## config.mk

```make
export PLATFORM = sky130hd
export DESIGN_NAME = blink_sequencer
export DESIGN_NICKNAME = d
export VERILOG_FILES = /design/src/rtl/blink_pkg.sv /design/src/rtl/blink_sequencer_counter.sv /design/src/rtl/blink_sequencer.sv
export SDC_FILE = /design/constraint.sdc
export NUM_CORES = 1
export LEC_CHECK = 0
export ABC_AREA = 1
export BUFFER_PORTS_ARGS = -buffer_cell sky130_fd_sc_hd__buf_4
export CAP_MARGIN = 0
export CORE_UTILIZATION = 25
export DETAILED_ROUTE_END_ITERATION = 10
export SYNTH_ARGS = -nofsm -noshare
export SYNTH_HDL_FRONTEND = slang
export SYNTH_SLANG_ARGS = --single-unit
export TNS_END_PERCENT = 50
```

## constraint.sdc

```tcl
create_clock -name i_clk -period 3.11 [get_ports i_clk]
set_clock_uncertainty 0.15 [all_clocks]
set_input_delay 0.4665 -clock i_clk [delete_from_list [all_inputs] [get_ports i_clk]]
set_output_delay 0.4665 -clock i_clk [all_outputs]
set_load 0.02 [all_outputs]
```

## src/rtl/blink_pkg.sv

```systemverilog
// Shared types and defaults for the LED blink sequencer and its duration counter.
package blink_pkg;

  localparam int COUNT_LENGTH_DEF = 3;
  localparam int BLINK_W_DEF      = 4;

  typedef enum logic [1:0] {
    ST_IDLE = 2'd0,
    ST_ON   = 2'd1,
    ST_OFF  = 2'd2,
    ST_DONE = 2'd3
  } blink_state_e;

  // A zero-length phase would never see a counter timeout, so stretch it to one tick.
  function automatic int unsigned clamp_ticks(input int unsigned ticks);
    return (ticks == 0) ? 1 : ticks;
  endfunction

endpackage

```

## src/rtl/blink_sequencer_counter.sv

```systemverilog
// Phase duration counter: counts 0..i_val-1 while enabled and flags the last tick.
module blink_sequencer_counter #(
  parameter int COUNT_LENGTH = 3
) (
  input  logic                    i_clk,
  input  logic                    i_rst,
  input  logic                    i_en,
  input  logic [COUNT_LENGTH-1:0] i_val,
  output logic                    o_timeout
);

  logic [COUNT_LENGTH-1:0] count_q;

  assign o_timeout = i_en && (count_q == (i_val - COUNT_LENGTH'(1)));

  // NOTE: sequential state uses non-blocking (<=) so every register samples
  // pre-edge values; blocking here would create order-dependent races.
  always_ff @(posedge i_clk or posedge i_rst) begin
    if (i_rst) begin
      count_q <= '0;
    end else if (!i_en || o_timeout) begin
      count_q <= '0;
    end else begin
      count_q <= count_q + COUNT_LENGTH'(1);
    end
  end

endmodule

```

## src/rtl/blink_sequencer.sv

```systemverilog
// Drives one LED through a programmed burst of on/off blinks with a start/busy/done handshake.
module blink_sequencer
  import blink_pkg::*;
#(
  parameter int COUNT_LENGTH = COUNT_LENGTH_DEF,
  parameter int BLINK_W      = BLINK_W_DEF,
  parameter bit LED_POL      = 1'b1
) (
  input  logic                    i_clk,
  input  logic                    i_rst,
  input  logic                    i_start,
  input  logic [BLINK_W-1:0]      i_blinks,
  input  logic [COUNT_LENGTH-1:0] i_on_ticks,
  input  logic [COUNT_LENGTH-1:0] i_off_ticks,
  output logic                    o_led,
  output logic                    o_busy,
  output logic                    o_done,
  output logic [BLINK_W-1:0]      o_remaining
);

  blink_state_e            state_q, state_d;
  logic [COUNT_LENGTH-1:0] on_q, off_q;
  logic [BLINK_W-1:0]      remaining_q;
  logic                    cnt_en;
  logic [COUNT_LENGTH-1:0] cnt_val;
  logic                    cnt_timeout;
  logic                    accept;
  logic                    led_on;

  assign accept  = (state_q == ST_IDLE) && i_start && (i_blinks != '0);
  assign cnt_en  = (state_q == ST_ON) || (state_q == ST_OFF);
  assign cnt_val = (state_q == ST_OFF) ? off_q : on_q;

  blink_sequencer_counter #(
    .COUNT_LENGTH(COUNT_LENGTH)
  ) u_counter (
    .i_clk    (i_clk),
    .i_rst    (i_rst),
    .i_en     (cnt_en),
    .i_val    (cnt_val),
    .o_timeout(cnt_timeout)
  );

  always_ff @(posedge i_clk or posedge i_rst) begin
    if (i_rst) begin
      state_q <= ST_IDLE;
    end else begin
      state_q <= state_d;
    end
  end

  // NOTE: state_d gets a default before the case so no path leaves it
  // unassigned, which would otherwise infer a latch.
  always_comb begin
    state_d = state_q;
    case (state_q)
      ST_IDLE: begin
        if (i_start) begin
          state_d = (i_blinks != '0) ? ST_ON : ST_DONE;
        end
      end
      ST_ON: begin
        if (cnt_timeout) begin
          state_d = ST_OFF;
        end
      end
      ST_OFF: begin
        if (cnt_timeout) begin
          state_d = (remaining_q == BLINK_W'(1)) ? ST_DONE : ST_ON;
        end
      end
      ST_DONE: begin
        state_d = ST_IDLE;
      end
      default: begin
        state_d = ST_IDLE;
      end
    endcase
  end

  // Config is captured only on an accepted start; later input changes are ignored.
  always_ff @(posedge i_clk or posedge i_rst) begin
    if (i_rst) begin
      on_q  <= '0;
      off_q <= '0;
    end else if (accept) begin
      on_q  <= COUNT_LENGTH'(clamp_ticks(32'(i_on_ticks)));
      off_q <= COUNT_LENGTH'(clamp_ticks(32'(i_off_ticks)));
    end
  end

  always_ff @(posedge i_clk or posedge i_rst) begin
    if (i_rst) begin
      remaining_q <= '0;
    end else if (accept) begin
      remaining_q <= i_blinks;
    end else if ((state_q == ST_OFF) && cnt_timeout) begin
      remaining_q <= remaining_q - BLINK_W'(1);
    end
  end

  assign led_on      = (state_q == ST_ON);
  assign o_led       = LED_POL ? led_on : ~led_on;
  assign o_busy      = (state_q != ST_IDLE);
  assign o_done      = (state_q == ST_DONE);
  assign o_remaining = remaining_q;

endmodule
```

# After elaboration in Yosys (flattened, before gate mapping)
# Cells that the tools add are included.
[word_totals]
reg_bits = 15
out_inout_bits = 7
wordCells = 42
[op_classes]
n_addsub = 3
n_eq_ne = 8
n_mux = 12
n_reduce_logical = 14
[op_table]
columns = ["op", "n"]
rows = [
  ["3-bit 2-to-1 mux", 4],
  ["2-bit 2-to-1 mux", 5],
  ["4-bit 2-to-1 mux", 2],
  ["2-bit one-hot mux with 4 select lines", 1],
  ["3-bit logical NOT", 2],
  ["2-bit equality test (second input constant)", 2],
  ["4-bit by 1-bit equality test with 1-bit output (second input constant)", 1],
  ["1-bit logical AND", 4],
  ["2-bit != test (second input constant)", 2],
  ["2-bit nonzero test", 2],
  ["4-bit nonzero test", 1],
  ["4-bit by 1-bit subtractor with 4-bit output (second input constant)", 1],
  ["3-bit by 1-bit adder with 3-bit output (second input constant)", 1],
  ["3-bit equality test", 1],
  ["3-bit AND reduction", 1],
  ["3-bit by 1-bit subtractor with 3-bit output (second input constant)", 1],
  ["2-bit by 1-bit equality test with 1-bit output (second input constant)", 1],
  ["2-bit logical NOT", 1],
  ["1-bit logical OR", 2],
  ["2-bit by 1-bit != test with 1-bit output (second input constant)", 1],
  ["1-bit logical NOT", 1],
]

# Longest topological paths before layout
[depth]
word_depth = 8
depth_mapped = 17

# By module
# From an unflattened synthesis, not the netlist that was laid out.
[hier_totals]
hier_cells = 129
hier_area_um2 = 1033.5
[by_module_without_submodules]
columns = ["mod", "n_inst", "cells_each", "area_each_um2", "seq_area_each_um2"]
rows = [
  ["blink_sequencer", 1, 96, 809.5, 300.3],
  ["blink_sequencer_counter", 1, 33, 224.0, 75.1],
]

# Worst setup path after synthesis
# No wires, ideal clock.
[synth_path]
path_type = "register -> register"
startpoint = "register state_q[0]"
endpoint = "register remaining_q[0], in the netlist o_remaining[0]"
setup_time_ps = 117
arrival_ps = 1891
t_required_ps = 2843
path_slack_ps = 952
path_stages_with_launch = 14
cell_sequence = "dfrtp_1 -> inv_1 -> ha_1 -> buf_6 -> inv_8 -> nand2_2 -> nand2_1 -> ha_1 -> xor2_1 -> inv_2 -> nor2_4 -> nand4_4 -> nand3_1 -> nand2_1"
[synth_via]
elab_chain_cells = 7
[synth_rtl]
columns = ["element", "line_no", "source"]
rows = [
  ["from (decl)", "blink_sequencer.sv:21", "blink_state_e state_q, state_d;"],
  ["from (signal assigned)", "blink_sequencer.sv:48", "state_q <= state_d;"],
  ["2-bit equality test", "blink_sequencer.sv:31, blink_sequencer.sv:32, blink_sequencer.sv:97", ""],
  ["3-bit 2-to-1 mux", "blink_sequencer.sv:32", "assign cnt_val = (state_q == ST_OFF) ? off_q : on_q;"],
  ["3-bit by 1-bit subtractor with 3-bit output", "blink_sequencer_counter.sv:14", "assign o_timeout = i_en && (count_q == (i_val - COUNT_LENGTH'(1)));"],
  ["3-bit equality test", "blink_sequencer_counter.sv:14", ""],
  ["1-bit logical AND", "blink_sequencer_counter.sv:14", ""],
  ["1-bit logical AND", "blink_sequencer.sv:97", "end else if ((state_q == ST_OFF) && cnt_timeout) begin"],
  ["2-bit nonzero test (no source line)", "--", ""],
  ["to (signal assigned)", "blink_sequencer.sv:96", "remaining_q <= i_blinks;"],
  ["to (signal assigned)", "blink_sequencer.sv:98", "remaining_q <= remaining_q - BLINK_W'(1);"],
  ["to (decl)", "blink_sequencer.sv:23", "logic [BLINK_W-1:0] remaining_q;"],
]
# Parallel ways exist; a longest one is shown, timed or not.
# A chain may end at the register's enable or synchronous reset.

# Worst setup path in the final report
[layout_path]
startpoint = "register state_q[0]"
endpoint = "register remaining_q[3], in the netlist o_remaining[3]"
# The elaborated chain is that of the path after synthesis.

==> flow_summary.yaml <==
outcome:
  status: "finished clean"
floorplan:
  num_rows: 23
  io_pins: 20
  fp.dieH_um: 68.5
  die-width_um: 68.5
  start_util: 0.268
  die_area_um2: 4690
  core_um2: 4120
setup_path:
  critical-path-max-stage-delay_ns: 0.51
  worst-r2r-setup-slack_ns: 0.55
  rr_endpoint: "o_remaining[3]"
  crit_chain: "inv_1 -> ha_1 -> inv_8 -> nand2_2 -> nand2_1 -> ha_1 -> xor2_1 -> inv_2 -> nor2_4 -> nand4_4 -> nand2_4 -> nand2_1 -> nand2_1"
  required_ns: 3.16
  path_class: "reg -> reg"
  start_kind: "flip-flop"
  critPathBufInv: 3
  setup.worst_path.end_class: "flip-flop"
  crit_top_cell: "nand2_1"
  cp.arrival_ns: 2.60
  reg2reg_from: "state_q[0]"
  cp_max_fo: 8
  crit_family: "adder cells"
  slowest_stage: "ha_1"
  ff2ff_path_depth: 13
yosys:
  syn_inst: 147
  synth_area_um2: 1100
  synth_cell_type_count: 23
  synth.most_common_cell: "nand2_1"
  ys_warn_count: 0
  ys_ff_latch: 15
  syn_nets: 169
  ys_seq_area_frac: 0.340
  synthTopCellsByArea: "dfrtp_1 34%, nand2_1 16%, ha_1 10%"
  synth-edff-count: 0
  yosysTopAreaCellShare: 0.340
  synth_commonest_cells: "47 x nand2_1, 24 x inv_1, 15 x dfrtp_1"
  async_flop_share: 1.00
  syn_area_per_cell_um2: 7.52
  synth_largest_area_cell: "dfrtp_1"
  synth_ff_type: "dfrtp_1"
detailed_routing:
  dr.first_iter.drc_count: 20
  drt.antenna.violating_nets: 0
  first_pass_iters: 4
  wl_um: 2180
  via_per_inst: 4.22
  wl_per_cell_um: 9.98
  drc_errors: 0
  num_vias: 920
clocking:
  insertion_delay_ns: 0.25
  clk_path_buf_depth: 2
  cts_resized: 0
  post-cts-setup-buffer-count: 0
  cts_hold_buf: 0
  cts.clk_slew.worst_paths_ns: 0.07
  cts_root_buf: "clkbuf_8"
  cts_tree: "done"
  clock_sinks: 15
  cts_buffers: 3
  cts_max_level: 1
timing:
  rsz0062_at_grt: "false"
  max_slew_margin: 0.595
  finalSetupViolCount: 0
  layout_worst_path_cycle_share: 0.822
  timing.final.hold_violations: 0
  clock.fmax_mhz: 391
  min_period_ns: 2.56
  maxSlewViolCount: 0
  worst_slew_pin_slew_ns: 0.606
  worst_slack_ns: 0.553
  tns_ns: 0
grt:
  busiest_layer: "met2"
  grt_usage: 0.112
  grt_pass1_wl_um: 3870
  grt_max_degree: 20
  use_met2: 0.189
  overflow: 0
  grt_pass1_vias: 906
  met1_usage: 0.135
  grt_antenna_before_repair: 0
  grt.met3_usage: 0.0283
job:
  cap_viol_max_count: 0
final_layout:
  synthToLayoutAreaGrowth_pct: 21.2
  insertedDiodeCount: 0
  finalNetCount: 191
  drive_above_1_share: 0.232
  nFillCells: 450
power:
  max-vdd-ir-drop_mv: 0.424
  leakage_nw: 0.735
  p_per_area_nw_per_um2: 1080
min_path:
  hp-class: "in -> async"
placement:
  gp_congestion: 0.830
  dp.final_hpwl_um: 1690
  io_buffers: 19
  pre_cts_slack_ns: 0.549
[kinds of logic (layout without fill, tap and decap cells)]
kind of cell,count (synthesis),after routing,synth area share
simple gates,79,79,0.358
flops,15,15,0.340
fa+ha+maj,9,9,0.102
mux,1,1,0.00906
xor+xnor,4,4,0.0317
buf+inv,28,49,0.110
compound gates,11,11,0.0498
[registers in the layout, summed over array words and instances (netlist names)]
name and flops:
state_q 2, on_q 3, off_q 3, u_counter.count_q 3, o_remaining 4
[routing by layer]
layer  vias to the layer above  wire length (um)
met4                         0                32
li1                        493                 -
met5                         -                 0
met1                       409              1060
met2                        14               991
met3                         4                92
[cell type report]
type | instances | area (um^2) | share of cell area
flip-flops and latches | 15 | 375 | 0.280
well taps | 50 | 62.6 | 0.0467
inverters | 26 | 105 | 0.0785
repair buffers | 19 | 143 | 0.107
clock buffers | 4 | 45.0 | 0.0336
multi-input cells | 104 | 608 | 0.454
[how the worst max path moves through the flow]
stage                           to  startpoint  cells past startpoint
floorplan           o_remaining[0]  state_q[0]                     13
global placement    o_remaining[3]  state_q[0]                     13
detailed placement  o_remaining[2]  state_q[0]                     12
CTS                 o_remaining[3]  state_q[0]                     13
global route        o_remaining[2]  state_q[0]                     13
finish              o_remaining[3]  state_q[0]                     13
[per-stage QoR]
stage | hold WS (ns) | std cells | utilization | area, um^2 | total power, mW
floorplan | 0.218 | 147 | - | 1100 | 1.08
global placement | 0.323 | 214 | 0.314 | 1290 | 1.28
detailed placement | 0.323 | 214 | 0.314 | 1290 | 1.29
CTS | 0.157 | 218 | 0.325 | 1340 | 1.46
global route | 0.191 | 218 | 0.325 | 1340 | 1.61
finish | 0.131 | 218 | 0.325 | 1340 | 1.44
[placed cells by master (no fill, tap or decap), drive strengths merged]
cell type | netlist | final
nand2 | 56 | 56
inv | 26 | 26
buf | 2 | 19
dfrtp | 15 | 15
nand3 | 13 | 13
o21ai | 9 | 9
ha | 9 | 9
nor2 | 6 | 6
clkbuf | 0 | 4
nand4 | 3 | 3
xor2 | 2 | 2
a21oi | 2 | 2
xnor2 | 2 | 2
or2 | 1 | 1
mux2i | 1 | 1
[power breakdown]
part	switching (mW)	total, mW	leakage (nW)	internal (mW)
clock network	0.0716	0.163	0.0228	0.0909
registers	0.0862	0.372	0.189	0.286
logic	0.555	0.905	0.523	0.350
Note: power is estimated with default switching activity, not from simulation.
